File: src/rtl/nibble_serial_adder_pkg.sv
// Shared types and constants for the nibble-serial adder.
// Holds the FSM state encoding and the slice width.
package nibble_serial_adder_pkg;

    localparam int NIBBLE_W = 4;

    typedef enum logic [1:0] {
        IDLE = 2'd0,
        RUN  = 2'd1,
        DONE = 2'd2
    } state_t;

    function automatic int cnt_width(input int n);
        return (n > 1) ? $clog2(n) : 1;
    endfunction

endpackage

File: src/rtl/adder4.sv
// 4-bit ripple-carry adder slice.
// Pure combinational full-adder chain.
module adder4 (
    input  logic [3:0] a,
    input  logic [3:0] b,
    input  logic       ci,
    output logic [3:0] s,
    output logic       co
);

    logic [4:0] c;

    assign c[0] = ci;

    genvar i;
    generate
        for (i = 0; i < 4; i++) begin : g_fa
            assign s[i]   = a[i] ^ b[i] ^ c[i];
            assign c[i+1] = (a[i] & b[i]) | (c[i] & (a[i] ^ b[i]));
        end
    endgenerate

    assign co = c[4];

endmodule

File: src/rtl/nibble_serial_adder.sv
// Nibble-serial adder: one 4-bit slice, WIDTH/4 cycles per add.
// Define NIBBLE_SERIAL_ADDER_SUB_EN to add the sub (a - b) port.
module nibble_serial_adder
    import nibble_serial_adder_pkg::*;
#(
    parameter int WIDTH = 16
) (
    input  logic             clk,
    input  logic             rst_n,
    input  logic             in_valid,
    output logic             in_ready,
    input  logic [WIDTH-1:0] a,
    input  logic [WIDTH-1:0] b,
    input  logic             cin,
`ifdef NIBBLE_SERIAL_ADDER_SUB_EN
    input  logic             sub,
`endif
    output logic             out_valid,
    input  logic             out_ready,
    output logic [WIDTH-1:0] sum,
    output logic             cout
);

    localparam int N  = WIDTH / NIBBLE_W;
    localparam int CW = cnt_width(N);
    localparam logic [CW-1:0] LAST = CW'(N - 1);

    state_t           state;
    state_t           state_nx;
    logic [WIDTH-1:0] a_q;
    logic [WIDTH-1:0] b_q;
    logic [WIDTH-1:0] sum_q;
    logic             carry_q;
    logic             cout_q;
    logic [CW-1:0]    cnt;

    logic             accept;
    logic             last;
    logic             b_inv;
    logic             c0;
    logic [3:0]       nib_a;
    logic [3:0]       nib_b;
    logic [3:0]       nib_s;
    logic             nib_co;

    // Subtract is folded into capture: a + ~b + 1.
`ifdef NIBBLE_SERIAL_ADDER_SUB_EN
    assign b_inv = sub;
    assign c0    = sub ? 1'b1 : cin;
`else
    assign b_inv = 1'b0;
    assign c0    = cin;
`endif

    assign in_ready  = (state == IDLE);
    assign out_valid = (state == DONE);
    assign accept    = in_valid && in_ready;
    assign last      = (cnt == LAST);
    assign sum       = sum_q;
    assign cout      = cout_q;

    assign nib_a = a_q[int'(cnt)*NIBBLE_W +: NIBBLE_W];
    assign nib_b = b_q[int'(cnt)*NIBBLE_W +: NIBBLE_W];

    adder4 u_slice (
        .a  (nib_a),
        .b  (nib_b),
        .ci (carry_q),
        .s  (nib_s),
        .co (nib_co)
    );

    always_comb begin
        state_nx = state;
        unique case (state)
            IDLE:    if (accept)    state_nx = RUN;
            RUN:     if (last)      state_nx = DONE;
            DONE:    if (out_ready) state_nx = IDLE;
            default:                state_nx = IDLE;
        endcase
    end

    always_ff @(posedge clk) begin
        if (!rst_n) begin
            state   <= IDLE;
            sum_q   <= '0;
            cout_q  <= 1'b0;
            carry_q <= 1'b0;
            cnt     <= '0;
        end else begin
            state <= state_nx;
            if (accept) begin
                carry_q <= c0;
                cnt     <= '0;
            end else if (state == RUN) begin
                sum_q[int'(cnt)*NIBBLE_W +: NIBBLE_W] <= nib_s;
                carry_q <= nib_co;
                cnt     <= cnt + 1'b1;
                if (last) cout_q <= nib_co;
            end
        end
    end

    // Operands need no reset; they are always loaded before use.
    always_ff @(posedge clk) begin
        if (accept) begin
            a_q <= a;
            b_q <= b_inv ? ~b : b;
        end
    end

endmodule

File: config.mk
export PLATFORM = sky130hd
export DESIGN_NAME = nibble_serial_adder
export DESIGN_NICKNAME = d
export VERILOG_FILES = /design/src/rtl/nibble_serial_adder_pkg.sv /design/src/rtl/adder4.sv /design/src/rtl/nibble_serial_adder.sv
export SDC_FILE = /design/constraint.sdc
export NUM_CORES = 1
export LEC_CHECK = 0
export ABC_AREA = 1
export BUFFER_PORTS_ARGS = -buffer_cell sky130_fd_sc_hd__buf_4
export CORE_MARGIN = 2
export CORE_UTILIZATION = 35
export CTS_CLUSTER_SIZE = 12
export DETAILED_ROUTE_END_ITERATION = 8
export GPL_TIMING_DRIVEN = 0
export HOLD_SLACK_MARGIN = 0.05
export PLACE_DENSITY = 0.56
export SETUP_SLACK_MARGIN = 0.2
export SLEW_MARGIN = 10
export SYNTH_ARGS = -nofsm -noshare
export SYNTH_HDL_FRONTEND = slang
export SYNTH_SLANG_ARGS = --single-unit
File: constraint.sdc
create_clock -name clk -period 6.3 [get_ports clk]
set_input_delay 0.315 -clock clk [delete_from_list [all_inputs] [get_ports clk]]
set_output_delay 0.315 -clock clk [all_outputs]
set_load 0.01 [all_outputs]
==> results of run 1 <==
-- power by group through the flow --
stage	clock network, mW	registers (mW)	logic (mW)
after global routing	0.248	0.405	0.117
after floorplan	0	0.410	0.0607
final	0.230	0.402	0.104
after global placement	0	0.410	0.104
after detailed placement	0	0.411	0.105
after CTS	0.236	0.403	0.105
-- final timing paths --
path | startpoint | end
setup reg to reg | cnt[1] | sum[7]
hold / removal | b[0] | b_q[0]
setup / recovery | cnt[1] | sum[7]
hold reg to reg | sum[12] | sum[12]
-- cell families after synthesis --
kind of cell               after synthesis
DFF                                     54
adders and majority gates               10
AOI/OAI and AO/OA                       43
buffers and inverters                   28
and+or+nand+nor                        102
-- layout by cell type (no fill, tap or decap), drive strengths merged --
master | synthesis | final
a21oi | 13 | 13
buf | 5 | 60
bufinv | 0 | 1
clkbuf | 1 | 6
clkinv | 0 | 1
clkinvlp | 0 | 1
dfxtp | 22 | 22
edfxtp | 32 | 32
fa | 4 | 4
ha | 6 | 6
inv | 22 | 22
nand2 | 37 | 37
nand3 | 6 | 6
nand4 | 1 | 1
nor2 | 54 | 54
nor3 | 4 | 4
o21ai | 22 | 22
o22ai | 8 | 8
-- stage by stage --
stage / std cells / setup WS [ns]
after floorplan: 237 / 3.24
after global placement: 369 / 2.62
after detailed placement: 369 / 2.63
after CTS: 377 / 2.62
after global routing: 377 / 2.34
final: 377 / 2.63
-- flip-flops by register name, summed over array words and instances, names as in the netlist --
name	flops
cout	1
carry_q	1
b_q	16
sum	16
cnt	2
state	2
a_q	16
-- cell type report --
class,count,share of cell area
flip-flops and latches,54,0.475
multi-input cells,155,0.278
clock inverters,3,0.0136
clock buffers,5,0.0233
repair buffers,55,0.140
plain buffers,6,0.00933
well taps,77,0.0327
inverters,22,0.0280
-- per-layer routing --
metal	vias to the layer above	GRT usage
met5	-	0
met4	0	0.0433
met3	7	0.0289
met2	45	0.242
met1	795	0.185
li1	907	-
-- worst max-delay path: cells and delay by family, from the launching register on --
kind,cells,cell delay (ns)
adders and majority gates,4,1.73
buffers and inverters,3,0.75
and+or+nand+nor,5,0.48
DFF,1,0.39
AOI/OAI and AO/OA,2,0.27
==> results.txt, run 1 <==
status = completed
Synth top cells by count = 51 x nor2_1, 36 x nand2_1, 32 x edfxtp_1
area grow syn2layout = 26.5%
CP arrival = 3.92 ns
final WL = 4930 microns
initial antenna violation count = 0
CP max stage cell = fa_1
Die Y = 85.6 microns
startpoint class of the critical path = register
Met1 Wirelength = 2300 microns
highest metal used = met4
clock buffer depth = 2
Initial Util = 0.365
internal power = 0.555 mW
Worst VDD drop = 0.146 mV
number of synthesized flops with an enable pin = 32
total CTS buffers = 5
Post-CTS Setup Inserts = 0
Avg Cell Area, Syn = 9.84 sq um
Syn Nets = 284
post-cts repair resize count = 0
number of global-route vias before repair = 1705
Critical Path Fanout Max = 11
sequential power share = 0.547
H-tree depth = 2
Seq cells post-synth = 54
post-synthesis simple-gate area fraction = 0.189
count leader, synth = nor2_1
area of the multi-input gates = 821 sq um
Synth Area in XOR/XNOR = 0
register area = 1400 sq um
Worst-Skew Late Latency = 0.31 ns
critical path required time = 6.55 ns
Comb pwr share = 0.141
Async S/R FF share, synth = 0
Port Buffer Count = 55
Tmin final = 3.67 ns
Synth cell types = 20
largest family of logic cells by synthesized area = simple AND/OR/NAND/NOR gates
1st-iter DRT viols = 87
DIE AREA = 7330 sq um
dominant synthesized flop cell = edfxtp_1
Hold WS = 0.172 ns
DRC = 0
compound-cell area share of the yosys netlist = 0.0966
Synth Area in Adders = 0.0665
pwr dens = 250 nW/um^2
Pins Over Slew Limit = 0
GRT Total Usage = 0.143
RSZ-0062 raised after global routing = no
max_cap viols = 0
Hold Vio Cnt, Final = 0
Synth area leaders = edfxtp_1 41%, dfxtp_1 19%, nor2_1 8.2%
Final Skew = 0.00956 ns
Setup TNS Final = 0 ns
period utilisation layout = 0.583
std cell rows = 29
clock sinks = 54
DR vias/cell = 4.65
r2r worst-path depth = 14
global-route wire length before repair = 8110 microns
drt first pass iters = 4
GR Overflow Total = 0
Min-Delay Path Depth = 1
Seq/Total Area, Yosys = 0.601
leakage = 1.21 nW
worst-margin pin slew = 1.19 ns
RePlAce Congestion = 0.818
Routed Antenna Nets = 0
r2r setup slk = 2.63 ns
Net Switching = 0.181 mW
clock slew at reported path FFs = 0.10 ns
post-synth top area share = 0.412
clock power share = 0.312
Root Buffer = clkbuf_8
Cell Area, Synth = 2330 sq um
WL per Instance = 13.1 microns
Max stage delay on crit path = 0.52 ns
Final nets = 346
Core Util, Final = 0.462
n_diodes = 0
DPL Wire Length = 3550 microns
TritonCTS clock tree = done
routed wl met2 = 2350 microns
largest area contributor in the netlist = edfxtp_1
Mapped Cells = 237
Final Power = 0.736 mW
Post-Layout Inst Area = 2950 sq um
crit path cell chain = clkbuf_1 -> inv_1 -> o21ai_0 -> o22ai_1 -> fa_1 -> fa_1 -> fa_1 -> fa_1 -> inv_1 -> nor2_1 -> nand2_1 -> nor2_1 -> nor2_1 -> nor2_1
dpl cell area = 2840 sq um
Sw Ratio = 0.246
fmax = 0.272 GHz
vias = 1754
worst min path class = input port to register
element type at the critical path end = register
# fillers = 639
Die Wd = 85.6 microns
hold buffers post-CTS = 0
Top Ports = 56
Worst slew margin = 0.203
WS Path Type = register to register
post-synthesis mux area share = 0
largest net degree at the start of global routing = 33
Final setup viols = 0
Synth warnings = 0
share of cells above drive strength 1 = 0.247
wire length on met3 = 227 microns
Core Region = 6390 sq um
Power figures use the tool's default switching activity.
==> inputs of run 2 (changes only) <==
==> constraint.sdc (replaced) <==
create_clock -name clk -period 3.5 [get_ports clk]
set_input_delay 0.175 -clock clk [delete_from_list [all_inputs] [get_ports clk]]
set_output_delay 0.175 -clock clk [all_outputs]
set_load 0.01 [all_outputs]
==> results.txt, run 2 (synthesis results as in run 1) <==
drt first pass iters = 4 (unchanged)
Sw Ratio = 0.248 (was 0.246)
commonest non-fill, non-tap cell in the layout = buf_4 (unchanged)
Worst slew margin = 0.203 (about the same)
Final Skew = 0.00710 ns (was 0.00956 ns)
# fillers = 598 (was 639)
n_diodes = 0 (unchanged)
status = completed (unchanged)
1st-iter DRT viols = 86 (was 87)
Final setup viols = 0 (unchanged)
worst min path class = input port to register (unchanged)
largest net degree at the start of global routing = 33 (unchanged)
r2r worst-path depth = 14 (unchanged)
std cell rows = 29 (unchanged)
R2R Path End = sum[7] (unchanged)
initial antenna violation count = 0 (unchanged)
final WL = 5410 microns (was 4930 microns)
Max stage delay on crit path = 0.51 ns (was 0.52 ns)
r2r setup slk = 0.39 ns (was 2.63 ns)
Pins Over Slew Limit = 0 (unchanged)
Die Y = 85.6 microns (unchanged)
Tmin final = 3.11 ns (was 3.67 ns)
TritonCTS clock tree = done (unchanged)
Top Ports = 56 (unchanged)
critical path required time = 3.75 ns (was 6.55 ns)
H-tree depth = 2 (unchanged)
clock power share = 0.306 (was 0.312)
area grow syn2layout = 43.0% (was 26.5%)
crit path to = sum[7] (unchanged)
WL per Instance = 13.1 microns (about the same)
Final nets = 382 (was 346)
most frequent cells in the layout = 61 x buf_4, 50 x nor2_1, 36 x nand2_1 (was 55 x buf_4, 51 x nor2_1, 36 x nand2_1)
Hold Vio Cnt, Final = 0 (unchanged)
Core Region = 6390 sq um (unchanged)
pwr dens = 410 nW/um^2 (was 250 nW/um^2)
DPL Wire Length = 3550 microns (unchanged)
Root Buffer = clkbuf_8 (unchanged)
global-route wire length before repair = 8760 microns (was 8110 microns)
max_cap viols = 0 (unchanged)
sequential power share = 0.530 (was 0.547)
Net Switching = 0.338 mW (was 0.181 mW)
crit path cell chain = inv_1 -> buf_4 -> o21ai_0 -> o22ai_1 -> fa_2 -> fa_2 -> fa_1 -> fa_1 -> inv_1 -> nor2_2 -> nand2_1 -> nor2_1 -> nor2_1 -> nor2_1 (was clkbuf_1 -> inv_1 -> o21ai_0 -> o22ai_1 -> fa_1 -> fa_1 -> fa_1 -> fa_1 -> inv_1 -> nor2_1 -> nand2_1 -> nor2_1 -> nor2_1 -> nor2_1)
RePlAce Congestion = 0.818 (unchanged)
Final Power = 1.37 mW (was 0.736 mW)
DRC = 0 (unchanged)
clock sinks = 54 (unchanged)
Critical Path Fanout Max = 10 (was 11)
GR Overflow Total = 0 (unchanged)
R2R Path Start = cnt[0] (was cnt[1])
share of cells above drive strength 1 = 0.256 (was 0.247)
Post-Layout Inst Area = 3340 sq um (was 2950 sq um)
Routed Antenna Nets = 0 (unchanged)
element type at the critical path end = register (unchanged)
Die Wd = 85.6 microns (unchanged)
total CTS buffers = 5 (unchanged)
period utilisation layout = 0.888 (was 0.583)
DR vias/cell = 4.62 (was 4.65)
dpl cell area = 2840 sq um (unchanged)
fmax = 0.322 GHz (was 0.272 GHz)
clock buffer depth = 2 (unchanged)
Worst path most repeated cell = nor2_1
crit path launch = cnt[0] (was cnt[1])
CP arrival = 3.36 ns (was 3.92 ns)
Worst VDD drop = 0.255 mV (was 0.146 mV)
DIE AREA = 7330 sq um (unchanged)
Worst-Skew Late Latency = 0.31 ns (about the same)
number of global-route vias before repair = 1891 (was 1705)
CP max stage cell = fa_1 (unchanged)
clock slew at reported path FFs = 0.09 ns (was 0.10 ns)
worst-margin pin slew = 1.19 ns (about the same)
vias = 1906 (was 1754)
Initial Util = 0.365 (unchanged)
Port Buffer Count = 55 (unchanged)
RSZ-0062 raised after global routing = no (unchanged)
leakage = 1.38 nW (was 1.21 nW)
startpoint class of the critical path = register (unchanged)
Comb pwr share = 0.164 (was 0.141)
internal power = 1.03 mW (was 0.555 mW)
WS Path Type = register to register (unchanged)
GRT Total Usage = 0.154 (was 0.143)
-- run 2: final cells by class --
class | instances | area, sq um | share of cell area
sequential | 54 | 1410 | 0.422
multi-input combinational | 155 | 835 | 0.250
timing repair buffer | 91 | 763 | 0.229
tap | 77 | 96.3 | 0.0289
inverter | 22 | 86.3 | 0.0259
clock buffer | 5 | 68.8 | 0.0206
clock inverter | 3 | 40.0 | 0.0120
buffer | 6 | 40.0 | 0.0120
-- run 2: worst max-delay path, delay by kind of cell, from the launching register on --
family                     cells  cell delay [ns]
DFF                            1             0.38
buffers and inverters          3             0.35
and+or+nand+nor                5             0.45
AOI/OAI and AO/OA              2             0.27
adders and majority gates      4             1.62
-- run 2: worst min-delay path by stage --
stage | from | endpoint | depth (start not counted) | slack, ns
finish | out_ready | state[1] | 4 | 0.13
detailed placement | a[6] | a_q[6] | 1 | 0.35
global route | out_ready | state[1] | 4 | 0.15
floorplan | a[0] | a_q[0] | 0 | 0.27
global placement | a[1] | a_q[1] | 1 | 0.35
CTS | out_ready | state[1] | 4 | 0.13
-- run 2: metal layers --
layer / GRT usage / share of wire / vias to the layer above
li1: - / - / 978
met1: 0.180 / 0.43 / 871
met2: 0.285 / 0.51 / 51
met3: 0.0318 / 0.047 / 6
met4: 0.0433 / 0.010 / 0
met5: 0 / 0 / -
-- run 2: per-stage QoR --
step	instances	utilization	setup slack, ns	hold slack (ns)	TNS [ns]
6_report	413	0.522	0.393	0.133	0
5_1_grt	413	0.522	0.191	0.146	0
4_1_cts	411	0.516	0.226	0.127	0
3_5_place_dp	369	0.445	-0.171	0.354	-0.278
3_3_place_gp	369	0.445	-0.178	0.353	-0.287
2_1_floorplan	237	-	0.444	0.274	0
-- run 2: timing repair --
| action | 4_1_cts | 5_1_grt |
|---|---|---|
| setup endpoints to repair | 6 | 3 |
| pin swaps | 0 | 1 |
| gates resized for setup | 5 | 12 |
| hold endpoints to repair | 32 | 0 |
| buffers inserted | 2 | 2 |
| hold buffers | 32 | 0 |
-- run 2: power groups by stage --
stage | clock [mW] | combinational [mW] | sequential (mW)
floorplan | 0 | 0.109 | 0.738
global placement | 0 | 0.188 | 0.739
detailed placement | 0 | 0.188 | 0.740
CTS | 0.424 | 0.218 | 0.725
global route | 0.446 | 0.250 | 0.728
finish | 0.418 | 0.225 | 0.724
==> inputs of run 3 (changes only) <==
--- a/config.mk
+++ b/config.mk
@@ -7,7 +7,7 @@
 export LEC_CHECK = 0
 export ABC_AREA = 1
 export BUFFER_PORTS_ARGS = -buffer_cell sky130_fd_sc_hd__buf_4
-export CORE_MARGIN = 2
+export CORE_MARGIN = 1.5
 export CORE_UTILIZATION = 35
 export CTS_CLUSTER_SIZE = 12
 export DETAILED_ROUTE_END_ITERATION = 8
==> results.txt, run 3 (synthesis results as in run 1) <==
status = completed (unchanged)
DRC = 0 (unchanged)
max_cap viols = 0 (unchanged)
placed cells = 369 (unchanged)
critical path required time = 3.76 ns (was 3.75 ns)
Pins Over Slew Limit = 0 (unchanged)
Worst VDD drop = 0.248 mV (was 0.255 mV)
initial antenna violation count = 0 (unchanged)
pwr dens = 412 nW/um^2 (was 410 nW/um^2)
Worst slew margin = 0.194 (was 0.203)
worst-margin pin slew = 1.21 ns (was 1.19 ns)
Min-Delay Path Depth = 4 (unchanged)
Hold WS = 0.113 ns (was 0.133 ns)
1st-iter DRT viols = 76 (was 86)
internal power = 1.03 mW (about the same)
Top Ports = 56 (unchanged)
Core Region = 6390 sq um (unchanged)
most frequent cells in the layout = 61 x buf_4, 50 x nor2_1, 36 x nand2_1 (unchanged)
Critical Path Fanout Max = 10 (unchanged)
GRT Total Usage = 0.159 (was 0.154)
fmax = 0.323 GHz (was 0.322 GHz)
clock slew at reported path FFs = 0.10 ns (was 0.09 ns)
RePlAce Congestion = 0.782 (was 0.818)
Port Buffer Count = 55 (unchanged)
Die Y = 84.6 microns (was 85.6 microns)
drt first pass iters = 4 (unchanged)
TritonCTS clock tree = done (unchanged)
WS Path Type = register to register (unchanged)
Hold Vio Cnt, Final = 0 (unchanged)
Root Buffer = clkbuf_8 (unchanged)
DR vias/cell = 4.64 (was 4.62)
Final setup viols = 0 (unchanged)
largest net degree at the start of global routing = 33 (unchanged)
Worst-Skew Late Latency = 0.31 ns (about the same)
global-route wire length before repair = 8810 microns (was 8760 microns)
worst min path class = input port to register (unchanged)
commonest non-fill, non-tap cell in the layout = buf_4 (unchanged)
Final Skew = 0.00842 ns (was 0.00710 ns)
Initial Util = 0.365 (unchanged)
period utilisation layout = 0.885 (was 0.888)
hold path startpoint = out_ready (unchanged)
Sw Ratio = 0.250 (was 0.248)
Final Power = 1.37 mW (about the same)
startpoint class of the critical path = register (unchanged)
clock sinks = 54 (unchanged)
clock buffer depth = 2 (unchanged)
element type at the critical path end = register (unchanged)
WL per Instance = 13.1 microns (about the same)
std cell rows = 29 (unchanged)
GR Overflow Total = 0 (unchanged)
clock power share = 0.307 (was 0.306)
DPL Wire Length = 3480 microns (was 3550 microns)
sequential power share = 0.527 (was 0.530)
final WL = 5380 microns (was 5410 microns)
worst slack, placed = -0.143 ns (was -0.171 ns)
vias = 1911 (was 1906)
Die Wd = 84.6 microns (was 85.6 microns)
CP arrival = 3.36 ns (about the same)
r2r worst-path depth = 14 (unchanged)
DIE AREA = 7160 sq um (was 7330 sq um)
Comb pwr share = 0.166 (was 0.164)
area grow syn2layout = 42.7% (was 43.0%)
Non-Filler Instances = 412 (was 413)
H-tree depth = 2 (unchanged)
leakage = 1.37 nW (was 1.38 nW)
crit path launch = cnt[0] (unchanged)
number of global-route vias before repair = 1901 (was 1891)
R2R Path Start = cnt[0] (unchanged)
Final nets = 382 (unchanged)
n_diodes = 0 (unchanged)
Net Switching = 0.343 mW (was 0.338 mW)
share of cells above drive strength 1 = 0.251 (was 0.256)
RSZ-0062 raised after global routing = no (unchanged)
Routed Antenna Nets = 0 (unchanged)
total CTS buffers = 5 (unchanged)
setup ws final = 0.403 ns (was 0.393 ns)
Core Util, Final = 0.521 (was 0.522)
Tmin final = 3.10 ns (was 3.11 ns)
-- run 3: area by class of cell --
| class | instances | area (sq um) |
|---|---|---|
| clock buffers | 5 | 68.8 |
| fillers | 587 | 3060 |
| repair buffers | 91 | 763 |
| multi-input cells | 155 | 828 |
| plain buffers | 6 | 40.0 |
| flip-flops and latches | 54 | 1410 |
| clock inverters | 2 | 38.8 |
| inverters | 22 | 86.3 |
| well taps | 77 | 96.3 |
-- run 3: worst max-delay path: stages (launching register included) --
cell	delay, ns
dfxtp_4	0.38
inv_1	0.08
buf_4	0.18
o21ai_1	0.14
o22ai_1	0.12
fa_1	0.42
fa_2	0.35
fa_2	0.35
fa_1	0.51
inv_1	0.08
nor2_2	0.13
nand2_1	0.06
nor2_1	0.12
nor2_1	0.05
nor2_1	0.07
-- run 3: through the flow --
step / cell area [sq um] / TNS, ns
finish: 3330 / 0
global route: 3330 / 0
CTS: 3300 / 0
floorplan: 2330 / 0
detailed placement: 2840 / -0.207
global placement: 2840 / -0.241
-- run 3: path summary, 6_finish.rpt --
| path | end | slack [ns] |
|---|---|---|
| worst max register to register | sum[7] | 0.40 |
| worst min-delay path | state[1] | 0.11 |
| worst max-delay path | sum[7] | 0.40 |
| worst min register to register | sum[14] | 0.47 |
-- run 3: routing by layer --
metal	vias up	share of wire	global-route usage
met5	-	0	0
met4	0	0.010	0.0587
met3	5	0.046	0.0344
met2	53	0.49	0.276
met1	878	0.45	0.195
li1	975	-	-
-- run 3: power groups by stage --
stage / sequential (mW) / combinational [mW] / clock, mW
floorplan: 0.738 / 0.109 / 0
global placement: 0.739 / 0.188 / 0
detailed placement: 0.739 / 0.189 / 0
CTS: 0.725 / 0.221 / 0.432
global route: 0.728 / 0.254 / 0.458
finish: 0.724 / 0.228 / 0.421
-- run 3: what timing repair did --
action,4_1_cts,5_1_grt
hold endpoints to repair,32,0
setup endpoints to repair,4,4
hold buffers,32,0
setup buffers,2,2
resized for setup,6,10
